File: src/rtl/uart_tx_arbiter_pkg.sv
// Shared definitions for the UART transmit arbiter: FSM encodings,
// default parameters and the round-robin pointer helper.
package uart_tx_arbiter_pkg;

  typedef enum logic [1:0] {
    ST_IDLE      = 2'd0,
    ST_WAIT_BUSY = 2'd1,
    ST_WAIT_DONE = 2'd2
  } arb_state_e;

  localparam int DEFAULT_NUM_REQ      = 4;
  localparam int DEFAULT_BUSY_TIMEOUT = 16;

  // Index following idx, wrapping from n-1 back to 0.
  function automatic int rr_next(input int idx, input int n);
    return (idx >= n - 1) ? 0 : idx + 1;
  endfunction

endpackage

File: src/rtl/rr_priority_pick.sv
// Combinational round-robin pick: first set bit of pending at or above ptr,
// wrapping from NUM_REQ-1 to 0.
module rr_priority_pick #(
  parameter int NUM_REQ = 4,
  parameter int IDX_W   = $clog2(NUM_REQ)
) (
  input  logic [NUM_REQ-1:0] pending,
  input  logic [IDX_W-1:0]   ptr,
  output logic [IDX_W-1:0]   grant_idx,
  output logic               grant_valid
);

  logic [IDX_W-1:0] idx_v;

  // Scan from the farthest offset down so the closest pending index wins last.
  always_comb begin
    grant_idx   = '0;
    grant_valid = 1'b0;
    idx_v       = '0;
    for (int off = NUM_REQ - 1; off >= 0; off--) begin
      idx_v = IDX_W'((int'(ptr) + off) % NUM_REQ);
      if (pending[idx_v]) begin
        grant_idx   = idx_v;
        grant_valid = 1'b1;
      end
    end
  end

endmodule

File: src/rtl/uart_tx_arbiter.sv
// Shares one UART transmitter between NUM_REQ byte producers, one buffered
// byte per producer, launched in round-robin order.
// Handshake: tx_send is a one-cycle launch pulse; the UART answers by raising
// tx_busy and the next launch waits until tx_busy is low again in IDLE. A UART
// that never shows busy is released after BUSY_TIMEOUT cycles in WAIT_BUSY.
module uart_tx_arbiter
  import uart_tx_arbiter_pkg::*;
#(
  parameter int NUM_REQ      = DEFAULT_NUM_REQ,
  parameter int BUSY_TIMEOUT = DEFAULT_BUSY_TIMEOUT
) (
  input  logic                 clk,
  input  logic                 rst,
  input  logic [NUM_REQ*8-1:0] req_data,
  input  logic [NUM_REQ-1:0]   req_send,
  output logic [NUM_REQ-1:0]   req_pending,
  output logic [NUM_REQ-1:0]   req_drop,
  output logic [7:0]           tx_data,
  output logic                 tx_send,
  input  logic                 tx_busy,
  output arb_state_e           dbg_state
);

  localparam int IDX_W = $clog2(NUM_REQ);
  localparam int CNT_W = $clog2(BUSY_TIMEOUT + 1);

  arb_state_e       state;
  logic [7:0]       slot [NUM_REQ];
  logic [IDX_W-1:0] ptr;
  logic [IDX_W-1:0] grant_idx;
  logic             grant_valid;
  logic             launch;
  logic [NUM_REQ-1:0] launch_vec;
  logic [CNT_W-1:0] cnt;

  rr_priority_pick #(
    .NUM_REQ (NUM_REQ),
    .IDX_W   (IDX_W)
  ) u_pick (
    .pending     (req_pending),
    .ptr         (ptr),
    .grant_idx   (grant_idx),
    .grant_valid (grant_valid)
  );

  assign launch    = (state == ST_IDLE) && grant_valid && !tx_busy;
  assign dbg_state = state;

  always_comb begin
    launch_vec = '0;
    if (launch) launch_vec[grant_idx] = 1'b1;
  end

  // A slot being launched this cycle is free, so a same-cycle send refills it.
  always_ff @(posedge clk) begin
    if (rst) begin
      req_pending <= '0;
      req_drop    <= '0;
      for (int i = 0; i < NUM_REQ; i++) slot[i] <= 8'h00;
    end else begin
      for (int i = 0; i < NUM_REQ; i++) begin
        req_drop[i] <= 1'b0;
        if (req_send[i]) begin
          if (!req_pending[i] || launch_vec[i]) begin
            slot[i]        <= req_data[8*i +: 8];
            req_pending[i] <= 1'b1;
          end else begin
            req_drop[i] <= 1'b1;
          end
        end else if (launch_vec[i]) begin
          req_pending[i] <= 1'b0;
        end
      end
    end
  end

  always_ff @(posedge clk) begin
    if (rst) begin
      state   <= ST_IDLE;
      ptr     <= '0;
      cnt     <= '0;
      tx_data <= 8'h00;
      tx_send <= 1'b0;
    end else begin
      tx_send <= 1'b0;
      case (state)
        ST_IDLE: begin
          if (launch) begin
            tx_data <= slot[grant_idx];
            tx_send <= 1'b1;
            ptr     <= IDX_W'(rr_next(int'(grant_idx), NUM_REQ));
            state   <= ST_WAIT_BUSY;
          end
        end
        ST_WAIT_BUSY: begin
          if (tx_busy) begin
            cnt   <= '0;
            state <= ST_WAIT_DONE;
          end else if (cnt == CNT_W'(BUSY_TIMEOUT - 1)) begin
            cnt   <= '0;
            state <= ST_IDLE;
          end else begin
            cnt <= cnt + 1'b1;
          end
        end
        ST_WAIT_DONE: begin
          if (!tx_busy) state <= ST_IDLE;
        end
        default: begin
          cnt   <= '0;
          state <= ST_IDLE;
        end
      endcase
    end
  end

endmodule

File: config.mk
export PLATFORM = sky130hd
export DESIGN_NAME = uart_tx_arbiter
export DESIGN_NICKNAME = d
export VERILOG_FILES = /design/src/rtl/uart_tx_arbiter_pkg.sv /design/src/rtl/rr_priority_pick.sv /design/src/rtl/uart_tx_arbiter.sv
export SDC_FILE = /design/constraint.sdc
export NUM_CORES = 1
export LEC_CHECK = 0
export CELL_PAD_IN_SITES_DETAIL_PLACEMENT = 1
export CELL_PAD_IN_SITES_GLOBAL_PLACEMENT = 2
export CORE_ASPECT_RATIO = 1.4
export CORE_MARGIN = 1.5
export CORE_UTILIZATION = 35
export CTS_CLUSTER_DIAMETER = 30
export DETAILED_ROUTE_END_ITERATION = 10
export HOLD_SLACK_MARGIN = 0.02
export PLACE_DENSITY_LB_ADDON = 0.08
export SLEW_MARGIN = 20
export SYNTH_ARGS = -nofsm -noshare
export SYNTH_HDL_FRONTEND = slang
export SYNTH_SLANG_ARGS = --single-unit
File: constraint.sdc
create_clock -name clk -period 5.2 [get_ports clk]
set_input_delay 1.04 -clock clk [delete_from_list [all_inputs] [get_ports clk]]
set_output_delay 1.04 -clock clk [all_outputs]
set_load 0.01 [all_outputs]
# Word level (Yosys, flattened, before mapping)
# Memories as Yosys holds them, arrays and structs flattened. A register that Yosys moved wholly into a read port is not among the register bits.
# Index checks and enable logic that the tools add are counted.
# totals
reg_bits	18
ramBits	32
inputBits	39
output_inout_bits	19
n_memories	1
# mem_list
memory	depth	width	read_ports	rd_clocked_by_memory_dff	write_ports	line_no	rtl
slot	4	8	1	1	4	uart_tx_arbiter.sv:28	logic [7:0] slot [NUM_REQ];
# op_classes
n_addsub	5
order_cmp	7
eq_ne	10
muxes	67
n_bitwise	9
reduce_logical	29
# ops
cell	count
1-bit two-way mux	44
8-bit two-way mux	4
2-bit two-way mux	9
2-bit by 3-bit < comparator with 1-bit output, second input constant	5
2-bit OR reduction	6
5-bit two-way mux	2
5-bit case mux with 2 select lines	1
2-bit AND reduction	5
1-bit binary-select mux with 2-bit select	4
2-bit by 1-bit != test with 1-bit output, second input constant	4
2-bit nonzero test	4
2-bit case mux with 3 select lines	1
5-bit by 1-bit adder with 5-bit output, second input constant	1
5-bit by 4-bit equality test with 1-bit output, second input constant	1
1-bit zero test	5
1-bit NOT	5
2-bit by 1-bit adder with 2-bit output, second input constant	2
2-bit adder, second input constant	2
1-bit logical OR	4
4-bit two-way mux	1
2-bit != test, second input constant	2
1-bit bitwise OR	4
1-bit logical AND	3
3-bit != test, second input constant	1
other kinds (7)	7

# Depth between registers and ports, before layout
# Gate-level depths: netlist of run 1.
# logic_depth
ltp_word	18
mapped_depth	7
mapped_depth_nobuf	6

# Modules after synthesis
# From an unflattened synthesis of run 1, not the netlist that was laid out.
# hier_totals
hier_cells	217
hier_area_um2	2622.5
# modules_own_cells
module	n_inst	cells_per_inst	area_per_inst_um2	seq_area_each_um2
uart_tx_arbiter	1	204	2544.9	1481.4
rr_priority_pick	1	13	77.6	0.0

# Worst setup path after synthesis of run 1
# Ideal clock, no wire load.
# synth_path
path_kind	input-to-reg
from	input tx_busy
to	memory slot[1][0] (enable)
setup_time_ns	0.326
arrival_time_ns	2.016
path_slack_ns	2.858
cell_stages	3
cell_sequence	or3_4 -> o31ai_1 -> a21o_1
# synth_rtl
element	line_no	rtl
start: declaration	uart_tx_arbiter.sv:20	input logic tx_busy,
end: declaration	uart_tx_arbiter.sv:28	

# Worst setup path after layout of run 1
# layout_path
from	input tx_busy
to	register tx_data[3] (read register of slot)
# layout_via
elab_chain_cells	3
# layout_rtl
element	line_no	rtl
1-bit zero test	-	
1-bit logical AND	uart_tx_arbiter.sv:46	assign launch = (state == ST_IDLE) && grant_valid && !tx_busy;
2-bit AND reduction (no source line)	-	
end: declaration	uart_tx_arbiter.sv:18	output logic [7:0] tx_data,
# Every way passes these cells.
# A chain may end at the register's enable or synchronous reset.

==> results of run 1 <==
## synthesized netlist by cell type (2+ instances only)
| cell type | instances |
|---|---|
| a2111oi_2 | 8 |
| a21o_1 | 6 |
| a21oi_1 | 12 |
| a311oi_1 | 9 |
| and2_1 | 24 |
| and3_1 | 8 |
| buf_1 | 2 |
| buf_4 | 3 |
| buf_6 | 5 |
| clkbuf_1 | 2 |
| dfxtp_1 | 26 |
| edfxtp_1 | 32 |
| inv_1 | 5 |
| nand2_1 | 26 |
| nand2b_1 | 7 |
| nand3_1 | 2 |
| nor2_1 | 18 |
| nor2b_1 | 2 |
| nor3_1 | 2 |
| nor3b_2 | 9 |
| o21ai_0 | 3 |
| o21bai_1 | 9 |
| o31ai_1 | 2 |
## logic make-up (layout without fill, tap and decap cells)
group / after synthesis / in the layout / share of synthesized area [%]
DFF: 58 / 58 / 52.98
buffers and inverters: 18 / 79 / 4.206
muxes: 1 / 1 / 0.4027
xor gates and xnor gates: 1 / 1 / 0.3133
AOI/OAI and AO/OA: 61 / 61 / 19.11
and+or+nand+nor: 105 / 105 / 22.55
adders and majority gates: 1 / 1 / 0.4474
## cells in the final DEF (no fill, tap or decap), drive strengths merged, types with 3 or more instances in the layout
cell and instances:
clkdlybuf4s50 57, edfxtp 32, nand2 27, dfxtp 26, and2 24, nor2 18
clkbuf 14, a21oi 13, nor3b 10, a311oi 10, o21bai 9, and3 8
a2111oi 8, nand2b 7, a21o 7, inv 5, o21ai 4, nor3 3
## metal layers
metal / wire [um] / vias up / global-route usage, %
li1: - / 1011 / -
met1: 2696 / 975 / 19.31
met2: 3570 / 38 / 30.23
met3: 203 / 4 / 3.766
met4: 57 / 0 / 8.546
met5: 0 / - / 0
## tightest hold or removal path, stage by stage (launching register included)
cell and delay (ps):
dfxtp_1 310, nand2b_1 70, a21oi_1 40
## power breakdown
part	total (uW)	switching, uW	internal [uW]
clock network	431	171	260
registers	554	29.3	525
logic	211	112	99.1
total	1200	312	884
## final cells by class
type / count / area, um^2
clock inverters: 2 / 35.03
inverters: 5 / 18.77
fillers: 849 / 4141
multi-input cells: 169 / 1197
flip-flops and latches: 58 / 1481
clock buffers: 14 / 172.7
repair buffers: 58 / 578.1
well taps: 100 / 125.1
## state kept, by name, indices dropped and copies added (netlist names)
name and cells:
slot 32, ptr 2, req_drop 4, tx_data 8, tx_send 1, cnt 5, req_pending 4, dbg_state 2
## worst paths after layout
path,from,endpoint,cells after the start
worst min register to register,cnt[4]$_SDFFE_PP0N_,cnt[4]$_SDFFE_PP0N_,2
worst max register to register,ptr[1]$_SDFFE_PP0P_,slot[1][6]$_SDFFCE_PN0P_,5
worst max-delay path,tx_busy,tx_data[3]$_SDFFE_PP0P_,5
worst min-delay path,cnt[4]$_SDFFE_PP0N_,cnt[4]$_SDFFE_PP0N_,2
## per-stage QoR
stage | instances | setup WS, ps | cell area, um^2 | total power (uW) | hold slack [ps]
floorplan | 245 | 2858 | 2796 | 693.9 | 427.1
global placement | 390 | 2129 | 3401 | 773.4 | 435.0
detailed placement | 390 | 2021 | 3401 | 777.9 | 448.8
CTS | 406 | 2366 | 3608 | 1216 | 459.7
global route | 406 | 2261 | 3608 | 1262 | 481.4
finish | 406 | 2350 | 3608 | 1196 | 456.2
==> flow_summary.html, run 1 <==
<table>
<tr><th>Metric</th><th>Value</th></tr>
<tr><th colspan="2">Outcome</th></tr>
<tr><td>Status</td><td>completed</td></tr>
<tr><th colspan="2">Place</th></tr>
<tr><td>IO Port Bufs</td><td>57</td></tr>
<tr><td>Routability-driven placement congestion ratio</td><td>roughly 0.73</td></tr>
<tr><td>Detailed placement HPWL</td><td>5018 um</td></tr>
<tr><th colspan="2">Logic synthesis</th></tr>
<tr><td>Gate count after technology mapping</td><td>around 250</td></tr>
<tr><td>Cell taking the most area after synthesis</td><td>edfxtp_1</td></tr>
<tr><td>Yosys reg bits</td><td>58</td></tr>
<tr><td>Predominant post-synthesis flop cell</td><td>edfxtp_1</td></tr>
<tr><td>Syn avg cell area</td><td>roughly 11 um^2</td></tr>
<tr><td>Mapped cell area</td><td>roughly 2800 um^2</td></tr>
<tr><td>Leading post-synthesis cells by cell area</td><td>edfxtp_1 34%, dfxtp_1 19%, and2_1 5.4%</td></tr>
<tr><td>Synth warnings</td><td>0</td></tr>
<tr><td>Share of async-settable or async-resettable flops after synthesis</td><td>0%</td></tr>
<tr><td>Proportion of synthesized chip area in sequential cells</td><td>approximately 53%</td></tr>
<tr><td>EDFF count, synth</td><td>32</td></tr>
<tr><td>Count of unique library cells instantiated by Yosys</td><td>46</td></tr>
<tr><td>Area share of the leading cell type in the synthesized netlist</td><td>34.36%</td></tr>
<tr><td>Net count after synthesis</td><td>between 200 and 300</td></tr>
<tr><th colspan="2">STA</th></tr>
<tr><td>Unrepaired setup endpoints after global routing</td><td>no</td></tr>
<tr><td>Fraction of the cycle the final worst path needs</td><td>a little over half</td></tr>
<tr><td>Final setup skew</td><td>about 8.6 ps</td></tr>
<tr><td>Setup TNS</td><td>0 ps</td></tr>
<tr><td>Maximum clock rate</td><td>between 0.3 and 0.4 GHz</td></tr>
<tr><td>Total of endpoints with negative setup slack in the final report</td><td>0</td></tr>
<tr><td>Final hold vios</td><td>0</td></tr>
<tr><td>Max-Slew Margin vs Limit</td><td>between 30% and 40%</td></tr>
<tr><td>Number of pins with negative max-slew slack in the final report</td><td>0</td></tr>
<tr><td>Time the worst path needs with I/O delays and setup</td><td>between 2000 and 3000 ps</td></tr>
<tr><td>Worst Max-Slew Pin Slew</td><td>around 940 ps</td></tr>
<tr><th colspan="2">Layout</th></tr>
<tr><td>Number of antenna diodes</td><td>0</td></tr>
<tr><td>Layout Utilization</td><td>46.56%</td></tr>
<tr><td>Share of layout cells above drive strength 1</td><td>between 10% and 20%</td></tr>
<tr><td>Layout area overhead</td><td>29.04%</td></tr>
<tr><td>Number of nets at the end of the flow</td><td>approximately 340</td></tr>
<tr><th colspan="2">Die</th></tr>
<tr><td>I/O pin count</td><td>58</td></tr>
<tr><td>Horiz. Die Dim</td><td>78.55 um</td></tr>
<tr><td>Core region area</td><td>about 7700 um^2</td></tr>
<tr><td>Effective utilization at floorplan</td><td>approximately 36%</td></tr>
<tr><td>Overall die area</td><td>~8500 um^2</td></tr>
<tr><td>Height of the die</td><td>108.8 um</td></tr>
<tr><td>Row cnt</td><td>38</td></tr>
<tr><th colspan="2">Global routing</th></tr>
<tr><td>Vias in the first global route</td><td>2217</td></tr>
<tr><td>Number of antenna violations at the first check in global routing</td><td>0</td></tr>
<tr><td>Overall global routing resource usage</td><td>roughly 17%</td></tr>
<tr><td>Pin count of the biggest net entering global routing</td><td>23</td></tr>
<tr><td>Total congestion overflow after global routing</td><td>0</td></tr>
<tr><td>Wire length of the first global-routing pass</td><td>about 11000 um</td></tr>
<tr><th colspan="2">Run</th></tr>
<tr><td>Max-cap violation count</td><td>0</td></tr>
<tr><th colspan="2">Power and ir drop</th></tr>
<tr><td>Power density of the placed cells</td><td>approximately 330 nW/um^2</td></tr>
<tr><td>Maximum VDD drop</td><td>between 0.0001 and 0.00015 V</td></tr>
<tr><td>Leakage power total</td><td>around 0.0013 uW</td></tr>
<tr><th colspan="2">Detailed routing</th></tr>
<tr><td>Via count</td><td>about 2000</td></tr>
<tr><td>Starting DRC count in detailed routing</td><td>83</td></tr>
<tr><td>Antenna viol nets, final</td><td>0</td></tr>
<tr><td>Total detailed-routing wirelength</td><td>about 6500 um</td></tr>
<tr><td>Ratio of routed vias to standard cells</td><td>~5</td></tr>
<tr><td>DRC violations left</td><td>0</td></tr>
<tr><td>Initial DRT Pass Iterations</td><td>4</td></tr>
<tr><td>Avg WL per Cell</td><td>about 16 um</td></tr>
<tr><th colspan="2">Setup path</th></tr>
<tr><td>Worst path top cell family by delay</td><td>compound AO/OA/AOI/OAI gates</td></tr>
<tr><td>Maximum fanout encountered on the critical timing path</td><td>12</td></tr>
<tr><td>Endpoint arrival time on the critical path</td><td>roughly 3100 ps</td></tr>
<tr><td>Critical path data required time</td><td>~5400 ps</td></tr>
<tr><td>Worst reg-to-reg setup slack</td><td>about 2900 ps</td></tr>
<tr><td>Startpoint types</td><td>input pin</td></tr>
<tr><td>Chain of cells forming the critical path</td><td>clkdlybuf4s50_1 -&gt; or3_4 -&gt; a21oi_1 -&gt; o21bai_1 -&gt; a311oi_1</td></tr>
<tr><td>CP peak stage delay</td><td>roughly 740 ps</td></tr>
<tr><td>Setup CP Type</td><td>input pin to flop</td></tr>
<tr><td>Sum of buffers and inverters on the critical path</td><td>1</td></tr>
<tr><td>Slowest cell on the critical path</td><td>a21oi_1</td></tr>
<tr><td>Capturing element type of the critical path</td><td>flop</td></tr>
<tr><th colspan="2">CTS</th></tr>
<tr><td>H-tree Lvls</td><td>3</td></tr>
<tr><td>Clock tree from TritonCTS</td><td>yes</td></tr>
<tr><td>Clk pin slew, worst setup/hold paths</td><td>about 60 ps</td></tr>
<tr><td>Clk Latency, worst-skew pair</td><td>between 300 and 400 ps</td></tr>
<tr><td>Number of hold buffers added after CTS</td><td>0</td></tr>
<tr><td>CTS-repair resized insts</td><td>0</td></tr>
<tr><td>Number of buffers added by the clock tree synthesis step</td><td>9</td></tr>
<tr><td>Sink count of the clock tree</td><td>just under 60</td></tr>
<tr><td>Number of buffers added for setup after CTS</td><td>0</td></tr>
<tr><td>Cell at the root of the clock tree</td><td>clkbuf_8</td></tr>
<tr><td>Maximum number of buffers from clock root to sink</td><td>2</td></tr>
<tr><th colspan="2">Hold path</th></tr>
<tr><td>HP Class</td><td>flop to flop</td></tr>
</table>
No activity file was read; power rests on OpenSTA's default activity.
==> run 2, diff against run 1 <==
--- a/config.mk
+++ b/config.mk
@@ -9,7 +9,7 @@
 export CELL_PAD_IN_SITES_GLOBAL_PLACEMENT = 2
 export CORE_ASPECT_RATIO = 1.4
 export CORE_MARGIN = 1.5
-export CORE_UTILIZATION = 35
+export CORE_UTILIZATION = 30
 export CTS_CLUSTER_DIAMETER = 30
 export DETAILED_ROUTE_END_ITERATION = 10
 export HOLD_SLACK_MARGIN = 0.02
==> constraint.sdc (replaced) <==
create_clock -name clk -period 2.6 [get_ports clk]
set_input_delay 0.52 -clock clk [delete_from_list [all_inputs] [get_ports clk]]
set_output_delay 0.52 -clock clk [all_outputs]
set_load 0.01 [all_outputs]
==> flow_summary.html, run 2 (same netlist as run 1, synthesis figures left out) <==
<table>
<tr><th>Metric</th><th>Value</th></tr>
<tr><th colspan="2">Layout</th></tr>
<tr><td>Number of nets at the end of the flow</td><td>355 (+4.1%)</td></tr>
<tr><td>Share of layout cells above drive strength 1</td><td>17.50% (+3.4 points)</td></tr>
<tr><td>Number of flip-flops under the largest register name</td><td>32 (unchanged)</td></tr>
<tr><td>Layout area overhead</td><td>36.06%</td></tr>
<tr><td>Top register by number of flip-flops</td><td>slot</td></tr>
<tr><td>Number of antenna diodes</td><td>0 (unchanged)</td></tr>
<tr><td>Largest registers ranked by flip-flop count</td><td>slot (32), tx_data (8), cnt (5)</td></tr>
<tr><td>Leading cell types in the layout, fill and taps excluded</td><td>57 x clkdlybuf4s50_1, 32 x edfxtp_1, 26 x nand2_1, 26 x dfxtp_1, 24 x and2_1</td></tr>
<tr><td>Most common cell after layout, fill and taps aside</td><td>clkdlybuf4s50_1</td></tr>
<tr><th colspan="2">Power and ir drop</th></tr>
<tr><td>Maximum VDD drop</td><td>0.0003339 V (+120%)</td></tr>
<tr><td>Power density of the placed cells</td><td>716.6 nW/um^2 (+120%)</td></tr>
<tr><td>Leakage power total</td><td>0.001422 uW (+8.1%)</td></tr>
<tr><th colspan="2">Setup path</th></tr>
<tr><td>Startpoint types</td><td>flop</td></tr>
<tr><td>Startpoint of the lowest-slack register-to-register path</td><td>ptr[1]$_SDFFE_PP0P_</td></tr>
<tr><td>RR Endpoint</td><td>slot[1][2]$_SDFFCE_PN0P_</td></tr>
<tr><td>Maximum fanout encountered on the critical timing path</td><td>11 (-1)</td></tr>
<tr><td>Endpoint arrival time on the critical path</td><td>2220 ps (-860 ps)</td></tr>
<tr><td>Worst reg-to-reg setup slack</td><td>370 ps (-2530 ps)</td></tr>
<tr><td>Capturing element type of the critical path</td><td>flop</td></tr>
<tr><td>Worst setup path startpoint</td><td>ptr[1]$_SDFFE_PP0P_</td></tr>
<tr><td>Setup CP Type</td><td>flop to flop</td></tr>
<tr><td>Reg2reg path depth</td><td>5 (unchanged)</td></tr>
<tr><td>Timing endpoint of the critical path</td><td>slot[1][2]$_SDFFCE_PN0P_</td></tr>
<tr><td>Critical path data required time</td><td>2600 ps (-2830 ps)</td></tr>
<tr><th colspan="2">Die</th></tr>
<tr><td>Row cnt</td><td>41 (+7.9%)</td></tr>
<tr><td>Effective utilization at floorplan</td><td>30.97% (-5.1 points)</td></tr>
<tr><td>Horiz. Die Dim</td><td>84.60 um (+7.7%)</td></tr>
<tr><td>Core region area</td><td>9029 um^2 (+16%)</td></tr>
<tr><td>Height of the die</td><td>117.2 um (+7.8%)</td></tr>
<tr><td>Overall die area</td><td>9917 um^2 (+16%)</td></tr>
<tr><td>I/O pin count</td><td>58 (unchanged)</td></tr>
<tr><th colspan="2">CTS</th></tr>
<tr><td>Clock tree from TritonCTS</td><td>yes</td></tr>
<tr><td>Number of buffers added for setup after CTS</td><td>0 (unchanged)</td></tr>
<tr><td>Clk Latency, worst-skew pair</td><td>320 ps (about the same)</td></tr>
<tr><td>Maximum number of buffers from clock root to sink</td><td>2 (unchanged)</td></tr>
<tr><td>Number of hold buffers added after CTS</td><td>0 (unchanged)</td></tr>
<tr><td>Clk pin slew, worst setup/hold paths</td><td>50 ps (about the same)</td></tr>
<tr><td>Number of buffers added by the clock tree synthesis step</td><td>9 (unchanged)</td></tr>
<tr><td>CTS-repair resized insts</td><td>0 (unchanged)</td></tr>
<tr><td>Sink count of the clock tree</td><td>58 (unchanged)</td></tr>
<tr><td>H-tree Lvls</td><td>3 (unchanged)</td></tr>
<tr><td>Cell at the root of the clock tree</td><td>clkbuf_16</td></tr>
<tr><th colspan="2">Global routing</th></tr>
<tr><td>Vias in the first global route</td><td>2228 (+0.50%)</td></tr>
<tr><td>Total congestion overflow after global routing</td><td>0 (unchanged)</td></tr>
<tr><td>Number of antenna violations at the first check in global routing</td><td>0 (unchanged)</td></tr>
<tr><td>Wire length of the first global-routing pass</td><td>11810 um (+11%)</td></tr>
<tr><td>Overall global routing resource usage</td><td>16.24% (-0.88 points)</td></tr>
<tr><td>Pin count of the biggest net entering global routing</td><td>19 (-17%)</td></tr>
<tr><th colspan="2">Detailed routing</th></tr>
<tr><td>Antenna viol nets, final</td><td>0 (unchanged)</td></tr>
<tr><td>Total detailed-routing wirelength</td><td>7330 um (+12%)</td></tr>
<tr><td>Ratio of routed vias to standard cells</td><td>4.918 (-1.5%)</td></tr>
<tr><td>Initial DRT Pass Iterations</td><td>4 (unchanged)</td></tr>
<tr><td>Avg WL per Cell</td><td>17.17 um (+6.8%)</td></tr>
<tr><td>Starting DRC count in detailed routing</td><td>70 (-16%)</td></tr>
<tr><td>DRC violations left</td><td>0 (unchanged)</td></tr>
<tr><td>Via count</td><td>2100 (+3.6%)</td></tr>
<tr><th colspan="2">Outcome</th></tr>
<tr><td>Status</td><td>completed</td></tr>
<tr><th colspan="2">STA</th></tr>
<tr><td>Unrepaired setup endpoints after global routing</td><td>no</td></tr>
<tr><td>Final hold vios</td><td>0 (unchanged)</td></tr>
<tr><td>Final hold slack</td><td>457.3 ps (+1.051 ps)</td></tr>
<tr><td>Final setup skew</td><td>7.117 ps (-1.454 ps)</td></tr>
<tr><td>Max-Slew Margin vs Limit</td><td>62.27% (+25 points)</td></tr>
<tr><td>Fraction of the cycle the final worst path needs</td><td>a little under nine tenths</td></tr>
<tr><td>Time the worst path needs with I/O delays and setup</td><td>2225 ps</td></tr>
<tr><td>Worst Max-Slew Pin Slew</td><td>565.9 ps (-373.2 ps)</td></tr>
<tr><td>Setup TNS</td><td>0 ps (unchanged)</td></tr>
<tr><td>Number of pins with negative max-slew slack in the final report</td><td>0 (unchanged)</td></tr>
<tr><td>Maximum clock rate</td><td>roughly 0.45 GHz</td></tr>
<tr><td>Total of endpoints with negative setup slack in the final report</td><td>0 (unchanged)</td></tr>
<tr><th colspan="2">Place</th></tr>
<tr><td>Routability-driven placement congestion ratio</td><td>0.8116 (+11%)</td></tr>
<tr><td>IO Port Bufs</td><td>57 (unchanged)</td></tr>
<tr><td>Detailed placement HPWL</td><td>5744 um (+14%)</td></tr>
<tr><th colspan="2">Run</th></tr>
<tr><td>Max-cap violation count</td><td>0 (unchanged)</td></tr>
<tr><th colspan="2">Hold path</th></tr>
<tr><td>HP Class</td><td>flop to flop</td></tr>
</table>
-- run 2: worst min-delay path by stage --
stage	from	end	slack, ps	depth (start not counted)
CTS	cnt[4]$_SDFFE_PP0N_	cnt[4]$_SDFFE_PP0N_	460	2
detailed placement	cnt[4]$_SDFFE_PP0N_	cnt[4]$_SDFFE_PP0N_	450	2
floorplan	cnt[4]$_SDFFE_PP0N_	cnt[4]$_SDFFE_PP0N_	430	2
finish	cnt[4]$_SDFFE_PP0N_	cnt[4]$_SDFFE_PP0N_	460	2
global placement	cnt[4]$_SDFFE_PP0N_	cnt[4]$_SDFFE_PP0N_	440	2
global route	cnt[4]$_SDFFE_PP0N_	cnt[4]$_SDFFE_PP0N_	480	2
-- run 2: routing by layer --
metal / part of all wire, % / global-route usage [%] / vias to the layer above
met5: 0 / 0 / -
met4: 2.0 / 7.097 / 0
met3: 3.0 / 3.436 / 11
met2: 55 / 29.74 / 45
met1: 40 / 18.22 / 1007
li1: - / - / 1037
-- run 2: stage by stage --
step | util, % | instance area (um^2) | instances | setup WS (ps) | power (uW)
2_1_floorplan | - | 2796 | 245 | 575.3 | 1388
3_3_place_gp | 38.93 | 3515 | 411 | 99.43 | 1589
3_5_place_dp | 38.93 | 3515 | 411 | 77.45 | 1598
4_1_cts | 42.14 | 3805 | 427 | 337.3 | 2759
5_1_grt | 42.14 | 3805 | 427 | 199.0 | 2851
6_report | 42.14 | 3805 | 427 | 374.9 | 2726
-- run 2: area by class of cell --
type,count,area (um^2)
fill,991,5224
sequential,58,1481
multi-input combinational,169,1197
timing repair buffer,72,683.2
clock buffer,13,250.2
tap,107,133.9
clock inverter,3,40.04
inverter,5,18.77
-- run 2: where the power goes --
group / internal [uW] / switching, uW
clock: 764 / 391
sequential: 1050 / 57.3
combinational: 223 / 241
total: 2040 / 689
-- run 2: worst max-delay path, cell delays in order (launching register included) --
cell and delay [ps]:
dfxtp_1 580, nand2_1 120, a311oi_2 380, nor2_1 140, o31ai_1 310, a21o_1 370
